`config.mk`:
```
export PLATFORM = sky130hd
export DESIGN_NAME = classifier_mac_argmax_stream
export DESIGN_NICKNAME = d
export VERILOG_FILES = /design/src/rtl/classifier_mac_argmax_stream.sv
export SDC_FILE = /design/constraint.sdc
export NUM_CORES = 1
export LEC_CHECK = 0
export BUFFER_PORTS_ARGS = -buffer_cell sky130_fd_sc_hd__clkbuf_2
export CAP_MARGIN = 20
export CELL_PAD_IN_SITES_DETAIL_PLACEMENT = 1
export CELL_PAD_IN_SITES_GLOBAL_PLACEMENT = 1
export CORE_MARGIN = 2
export CORE_UTILIZATION = 48
export DETAILED_ROUTE_END_ITERATION = 10
export PLACE_DENSITY_LB_ADDON = 0.1
export SYNTH_ARGS = -nofsm -noshare
export SYNTH_HDL_FRONTEND = slang
export SYNTH_SLANG_ARGS = --single-unit
```
`constraint.sdc`:
```
create_clock -name clk -period 11.55 [get_ports clk]
set_input_delay 1.7325 -clock clk [delete_from_list [all_inputs] [get_ports clk]]
set_output_delay 1.7325 -clock clk [all_outputs]
set_load 0.01 [all_outputs]
```
`src/rtl/classifier_mac_argmax_stream.sv`:
```
// Output-layer MAC + running argmax over NUM_CLASSES x FEATS signed (x,w) pairs; optional CLS_SAT_EN saturates the accumulator.
// done pulses 2 cycles after the last accepted pair; in_ready is high only while accumulating, so input stalls freeze all state.
module classifier_mac_argmax_stream #(
   parameter int X_BITS      = 4,
   parameter int W_BITS      = 8,
   parameter int ACC_BITS    = 20,
   parameter int NUM_CLASSES = 10,
   parameter int FEATS       = 64,
   parameter int CLS_BITS    = $clog2(NUM_CLASSES)
) (
   input  logic                clk,
   input  logic                rst,
   input  logic                start,
   input  logic                in_valid,
   output logic                in_ready,
   input  logic [X_BITS-1:0]   x_in,
   input  logic [W_BITS-1:0]   w_in,
   output logic                busy,
   output logic                done,
   output logic                result_valid,
   output logic [CLS_BITS-1:0] max_class,
   output logic [ACC_BITS-1:0] max_score,
   output logic [ACC_BITS-1:0] acc_out
);

   localparam int P_BITS = X_BITS + W_BITS;
   localparam int F_BITS = (FEATS > 1) ? $clog2(FEATS) : 1;
   localparam logic [ACC_BITS-1:0] ACC_MIN = {1'b1, {(ACC_BITS-1){1'b0}}};
   localparam logic [ACC_BITS-1:0] ACC_MAX = {1'b0, {(ACC_BITS-1){1'b1}}};

   typedef enum logic [1:0] {S_IDLE, S_ACCUM, S_CLOSE, S_DONE} state_t;

   state_t              state_q, state_d;
   logic [ACC_BITS-1:0] acc_q, acc_d;
   logic [F_BITS-1:0]   feat_cnt_q, feat_cnt_d;
   logic [CLS_BITS-1:0] cls_cnt_q, cls_cnt_d;
   logic [ACC_BITS-1:0] max_score_q, max_score_d;
   logic [CLS_BITS-1:0] max_class_q, max_class_d;
   logic                done_q, done_d;
   logic                result_valid_q, result_valid_d;

   logic signed [P_BITS-1:0] prod;
   logic [ACC_BITS-1:0]      prod_ext;
   logic [ACC_BITS-1:0]      acc_sum;
`ifdef CLS_SAT_EN
   logic [ACC_BITS:0]        sum_wide;
`endif

   always_comb begin
      prod     = P_BITS'($signed(x_in)) * P_BITS'($signed(w_in));
      prod_ext = ACC_BITS'(prod);
`ifdef CLS_SAT_EN
      // One guard bit exposes overflow; clamp toward the sign of the true sum.
      sum_wide = {acc_q[ACC_BITS-1], acc_q} + {prod_ext[ACC_BITS-1], prod_ext};
      if (sum_wide[ACC_BITS] != sum_wide[ACC_BITS-1]) begin
         acc_sum = sum_wide[ACC_BITS] ? ACC_MIN : ACC_MAX;
      end else begin
         acc_sum = sum_wide[ACC_BITS-1:0];
      end
`else
      acc_sum = acc_q + prod_ext;
`endif
   end

   always_comb begin
      state_d        = state_q;
      acc_d          = acc_q;
      feat_cnt_d     = feat_cnt_q;
      cls_cnt_d      = cls_cnt_q;
      max_score_d    = max_score_q;
      max_class_d    = max_class_q;
      done_d         = 1'b0;
      result_valid_d = result_valid_q;
      in_ready       = 1'b0;
      case (state_q)
         S_IDLE, S_DONE: begin
            if (start) begin
               state_d        = S_ACCUM;
               acc_d          = '0;
               feat_cnt_d     = '0;
               cls_cnt_d      = '0;
               max_score_d    = ACC_MIN;
               max_class_d    = '0;
               result_valid_d = 1'b0;
            end
         end
         S_ACCUM: begin
            in_ready = 1'b1;
            if (in_valid) begin
               acc_d = acc_sum;
               if (feat_cnt_q == F_BITS'(FEATS - 1)) begin
                  feat_cnt_d = '0;
                  state_d    = S_CLOSE;
               end else begin
                  feat_cnt_d = feat_cnt_q + 1'b1;
               end
            end
         end
         S_CLOSE: begin
            // Strict compare: on a tie the earlier (lower) class keeps the win.
            if ($signed(acc_q) > $signed(max_score_q)) begin
               max_score_d = acc_q;
               max_class_d = cls_cnt_q;
            end
            acc_d = '0;
            if (cls_cnt_q == CLS_BITS'(NUM_CLASSES - 1)) begin
               state_d        = S_DONE;
               done_d         = 1'b1;
               result_valid_d = 1'b1;
            end else begin
               cls_cnt_d = cls_cnt_q + 1'b1;
               state_d   = S_ACCUM;
            end
         end
         default: state_d = S_IDLE;
      endcase
   end

   always_ff @(posedge clk) begin
      if (rst) begin
         state_q        <= S_IDLE;
         acc_q          <= '0;
         feat_cnt_q     <= '0;
         cls_cnt_q      <= '0;
         max_score_q    <= '0;
         max_class_q    <= '0;
         done_q         <= 1'b0;
         result_valid_q <= 1'b0;
      end else begin
         state_q        <= state_d;
         acc_q          <= acc_d;
         feat_cnt_q     <= feat_cnt_d;
         cls_cnt_q      <= cls_cnt_d;
         max_score_q    <= max_score_d;
         max_class_q    <= max_class_d;
         done_q         <= done_d;
         result_valid_q <= result_valid_d;
      end
   end

   assign busy         = (state_q == S_ACCUM) || (state_q == S_CLOSE);
   assign done         = done_q;
   assign result_valid = result_valid_q;
   assign max_class    = max_class_q;
   assign max_score    = max_score_q;
   assign acc_out      = acc_q;

endmodule

```
# --- After elaboration in Yosys (flattened, before gate mapping) ---
# Cells that the tools add are included.
totals:
  word_cells: 62
  register_bits: 58
  out_inout_bits: 48
  in_bits: 16
classes:
  n_lt_le_gt_ge: 1
  n_bitwise: 1
  n_mux: 25
  mul: 1
  add_sub_neg: 3
  reduce_logical: 12
  n_eq_ne: 11
op_table:
  columns: ["op", "n"]
  rows:
  - ["two-way mux 20 bit", 4]
  - ["case mux 20 bit (3 select lines)", 1]
  - ["case mux 20 bit (2 select lines)", 1]
  - ["adder 20 bit", 1]
  - ["greater-than comparator 20 bit", 1]
  - ["two-way mux 6 bit", 3]
  - ["case mux 4 bit (2 select lines)", 2]
  - ["AND reduction 3 bit", 5]
  - ["multiplier 4 x 8 -> 12 bit", 1]
  - ["two-way mux 4 bit", 3]
  - ["!= test 2 bit (second input constant)", 6]
  - ["case mux 6 bit (2 select lines)", 1]
  - ["two-way mux 2 bit", 4]
  - ["adder 6 x 1 -> 6 bit (second input constant)", 1]
  - ["== test 6 bit (second input constant)", 1]
  - ["case mux 2 bit (3 select lines)", 1]
  - ["adder 4 x 1 -> 4 bit (second input constant)", 1]
  - ["== test 2 bit (second input constant)", 2]
  - ["== test 4 bit (second input constant)", 1]
  - ["two-way mux 1 bit", 4]
  - ["nonzero test 2 bit", 2]
  - ["OR reduction 2 bit", 2]
  - ["== test 2 x 1 -> 1 bit (second input constant)", 1]
  - ["logical NOT 2 bit", 1]
  - ["other kinds (4)", 4]

# --- Depth between registers and ports, before layout ---
depth:
  depth_word: 4
  ltp_mapped: 22
  ltp_nobuf: 22

# --- Worst setup path after synthesis ---
# OpenSTA, ideal clock, no wires.
synth_path:
  path_type: "input -> register"
  from: "in w_in[0]"
  to: "reg acc_q[19] (netlist: acc_out[19])"
  path_slack_ns: 4.970
  required_time_ns: 11.488
  path_stages: 20
  n_path_buf: 0
  t_arrival_ns: 6.518
  setup_ns: 0.062
  path_cell_list: "nand2b_1 > fa_1 > fa_1 > fa_1 > inv_1 > ha_1 > inv_1 > fa_1 > nor2b_1 > o2111ai_1 > a31oi_4 > xnor2_2 > ha_1 > a21oi_2 > a21oi_1 > a311o_1 > o21ai_1 > a21oi_1 > or4_1 > nand3_1"
synth_between:
  elab_chain_cells: 4
synth_rtl:
  columns: ["element", "line", "source"]
  rows:
  - ["from (decl)", "17", "input logic [W_BITS-1:0] w_in,"]
  - ["multiplier 4 x 8 -> 12 bit", "50", "prod = P_BITS'($signed(x_in)) * P_BITS'($signed(w_in));"]
  - ["adder 20 bit", "61", "acc_sum = acc_q + prod_ext;"]
  - ["two-way mux 20 bit", "89", "if (in_valid) begin"]
  - ["case mux 20 bit (3 select lines)", "75", "case (state_q)"]
  - ["to (signal assigned)", "122", "acc_q <= '0;"]
  - ["to (signal assigned)", "131", "acc_q <= acc_d;"]
  - ["to (decl)", "34", "logic [ACC_BITS-1:0] acc_q, acc_d;"]
# No other way between the ends. The select of a mux whose other input is x is not followed.
# A chain may end at the register's enable or synchronous reset.

# --- Worst setup path after layout ---
layout_path:
  from: "in w_in[0]"
  to: "reg acc_q[17] (netlist: acc_out[17])"
# The elaborated chain is that of the path after synthesis.

==> flow_summary.yaml <==
setup_path:
  worstPathRequired_ps: 11830
  crit_path_start: "w_in[0]"
  path_max_fanout: 11
  start_kind: "input pin"
  end_kind: "flip-flop"
  arrival_ps: 7190
  critPathKind: "input pin to flip-flop"
  r2r_slack_ps: 8600
  reg2reg_from: "max_score[5]$_SDFFE_PP0P_"
die:
  fp.dieW_um: 104
  dieArea_um2: 10700
  num_rows: 36
  core_um2: 9680
  initial_utilization: 0.492
  io_pins: 64
  die_y_um: 104
cts:
  clk_latency_ps: 350
  cts_buffer_depth: 2
  cts.sinks: 58
  cts-root-buf: "clkbuf_8"
  cts_tree: "built"
  cts_buffers: 9
  post_cts_buffers: 0
  ctsHoldBuffers: 0
  h-tree-depth: 3
  cts_resized: 0
  clk_pin_slew_ps: 80
grt:
  grt.total_usage: 0.238
  grt_pass1_vias: 4326
  grt_max_degree: 30
  gr-total-overflow: 0
  grt_pass1_wl_um: 20900
  antenna_found_initial: 0
route:
  routed_via_density: 5.62
  dr.pass1.iters: 4
  ant_nets: 0
  topRoutingLayerUsed: "met4"
  wl_um: 12400
  wl_met2_um: 6190
  routedWlPerCell_um: 16.6
  drt_iter0_markers: 140
  num_vias: 4205
  wl_met3_um: 324
  wl_met1_um: 5710
  drc: 0
synthesis:
  synth.distinct_cells: 64
  syn_area_um2: 4760
  async_reset_ff_frac: 0
  synth_ff_type: "dfxtp_1"
  syn_area_per_cell_um2: 8.75
  synth_edf_count: 0
  synthCells: 544
  ys_seq_area_frac: 0.244
  yosys_warnings: 0
  synth_seq_cells: 58
  synthesis.nets: 644
place:
  placed_cell_area_um2: 5200
  hpwl_um: 9920
  gp_congestion: 0.834
  numPortBuffers: 63
timing:
  fin_hold_ws_ps: 478
  slew_headroom: 0.512
  final.setup.tns_ps: 0
  worstMarginPinSlew_ps: 730
  min_period_ps: 6900
  maxSlewViolCount: 0
  skew_ps: 14.4
  rsz0062_at_grt: "no"
  hold_viol: 0
  fin_crit_sh: 0.598
  setup_viol: 0
  fmax_ghz: 0.145
cells_and_area:
  final_common_cell: "ha_1"
  drive_gt1_frac: 0.163
  syn2layout_area_growth_pct: 13.0
  regArea_um2: 1160
  postLayoutCellArea_um2: 5380
  n_antenna_cell: 0
  n_fill_cell: 1194
  nNetsFinal: 710
  layout_common_cells: "66 x ha_1, 63 x clkbuf_2, 58 x dfxtp_1, 48 x nor2_1, 45 x inv_1"
  multiInputGateArea_um2: 3350
pwr:
  p_seq_frac: 0.246
  p_per_area_nw_per_um2: 179
  p_sw_uw: 443
  ir_worst_vdd_uv: 63.0
  p_int_uw: 518
  pwr-share-comb: 0.572
  power.leakage_uw: 0.00247
  netSwitchingFraction: 0.461
  pwr-share-clk: 0.182
  finalPower_uw: 960
outcome:
  outcome: "complete, no violations"
min_path:
  worstHoldStart: "max_class[0]$_SDFFE_PP0P_"
  hold_path.class: "flip-flop to flip-flop"
run:
  maxCapViolations: 0
==> layer usage <==
| layer | up-vias | GRT usage |
|---|---|---|
| met3 | 18 | 0.0409 |
| met1 | 2050 | 0.296 |
| met2 | 69 | 0.422 |
| met5 | - | 0 |
| li1 | 2068 | - |
| met4 | 0 | 0.0685 |
==> per-stage QoR <==
step / std cells / utilization / worst slack (ps)
after floorplan: 544 / - / 4970
after global placement: 732 / 0.537 / 4540
after detailed placement: 732 / 0.537 / 4270
after CTS: 748 / 0.555 / 4640
after global routing: 748 / 0.555 / 4290
final: 748 / 0.555 / 4650
==> worst max-delay path, stage by stage <==
cell	delay [ps]
clkbuf_2	100
nand2b_1	170
fa_1	520
fa_1	530
fa_1	520
inv_1	40
ha_1	210
inv_1	80
fa_1	200
nor2b_1	70
o2111ai_1	320
a31oi_4	150
xnor2_2	540
ha_1	410
a21oi_2	220
a21oi_1	80
a311o_1	350
o21ai_1	220
a21oi_1	130
or4b_1	480
nand3_1	90
==> path summary, 6_finish.rpt <==
kind                                end  cells after the start
max            acc_out[17]$_SDFFE_PP0P_                     21
min           max_class[0]$_SDFFE_PP0P_                      1
max reg2reg  max_score[15]$_SDFFE_PP0P_                     10
min reg2reg   max_class[0]$_SDFFE_PP0P_                      1
==> final cells by class <==
type,instances,area share
clock buffer,10,0.0256
multi-input combinational,427,0.624
timing repair buffer,66,0.0628
tap,133,0.0309
inverter,48,0.0335
sequential,58,0.216
clock inverter,6,0.00768
==> kinds of logic (layout without fill, tap and decap cells) <==
logic type | after synthesis | count (layout) | synth area share
buf+inv | 59 | 130 | 0.0515
flops | 58 | 58 | 0.244
fa+ha+maj | 84 | 84 | 0.249
compound gates | 143 | 143 | 0.211
simple gates | 168 | 168 | 0.178
mux | 2 | 2 | 0.00499
xor+xnor | 30 | 30 | 0.0615
==> Yosys cell counts (2+ instances only) <==
cell type,number,area [um2]
or3_1,3,18.8
xnor2_2,3,48.8
buf_6,2,22.5
inv_2,2,7.51
nand4_1,4,25.0
buf_4,2,15.0
a22o_1,24,210
o21ai_1,3,15.0
a32o_1,2,20.0
and3_1,3,18.8
or4_1,3,22.5
fa_1,18,360
nand3_1,12,60.1
ha_1,66,826
clkbuf_1,6,22.5
o211ai_1,3,22.5
nor3_1,10,50.1
and4_1,2,17.5
nor2b_1,3,18.8
xor2_1,12,105
nor2_1,48,180
o21ai_0,19,95.1
inv_1,45,169
nand2b_1,5,31.3
a211oi_1,7,52.6
nor3b_1,3,22.5
nand3b_1,2,15.0
xnor2_1,14,123
and3b_1,2,17.5
o31ai_1,2,15.0
a21oi_1,42,210
dfxtp_1,58,1160
and2_1,23,144
o2111ai_1,3,26.3
o211ai_2,2,25.0
nand2_1,37,139
a21o_1,9,67.6
a22oi_1,7,52.6
o21bai_1,5,37.5
o21a_1,4,30.0
==> registers in the layout, indices dropped and copies added, names as in the netlist <==
name and cells:
cls_cnt_q 4, max_score 20, done 1, result_valid 1, state_q 2, acc_out 20
max_class 4, feat_cnt_q 6
==> power groups by stage <==
stage / Sequential [uW] / Combinational [uW] / Clock (uW)
after floorplan: 240 / 409 / 0
after global placement: 240 / 529 / 0
after detailed placement: 241 / 545 / 0
after CTS: 237 / 551 / 178
after global routing: 239 / 614 / 188
final: 236 / 549 / 175
Power figures use the tool's default switching activity.
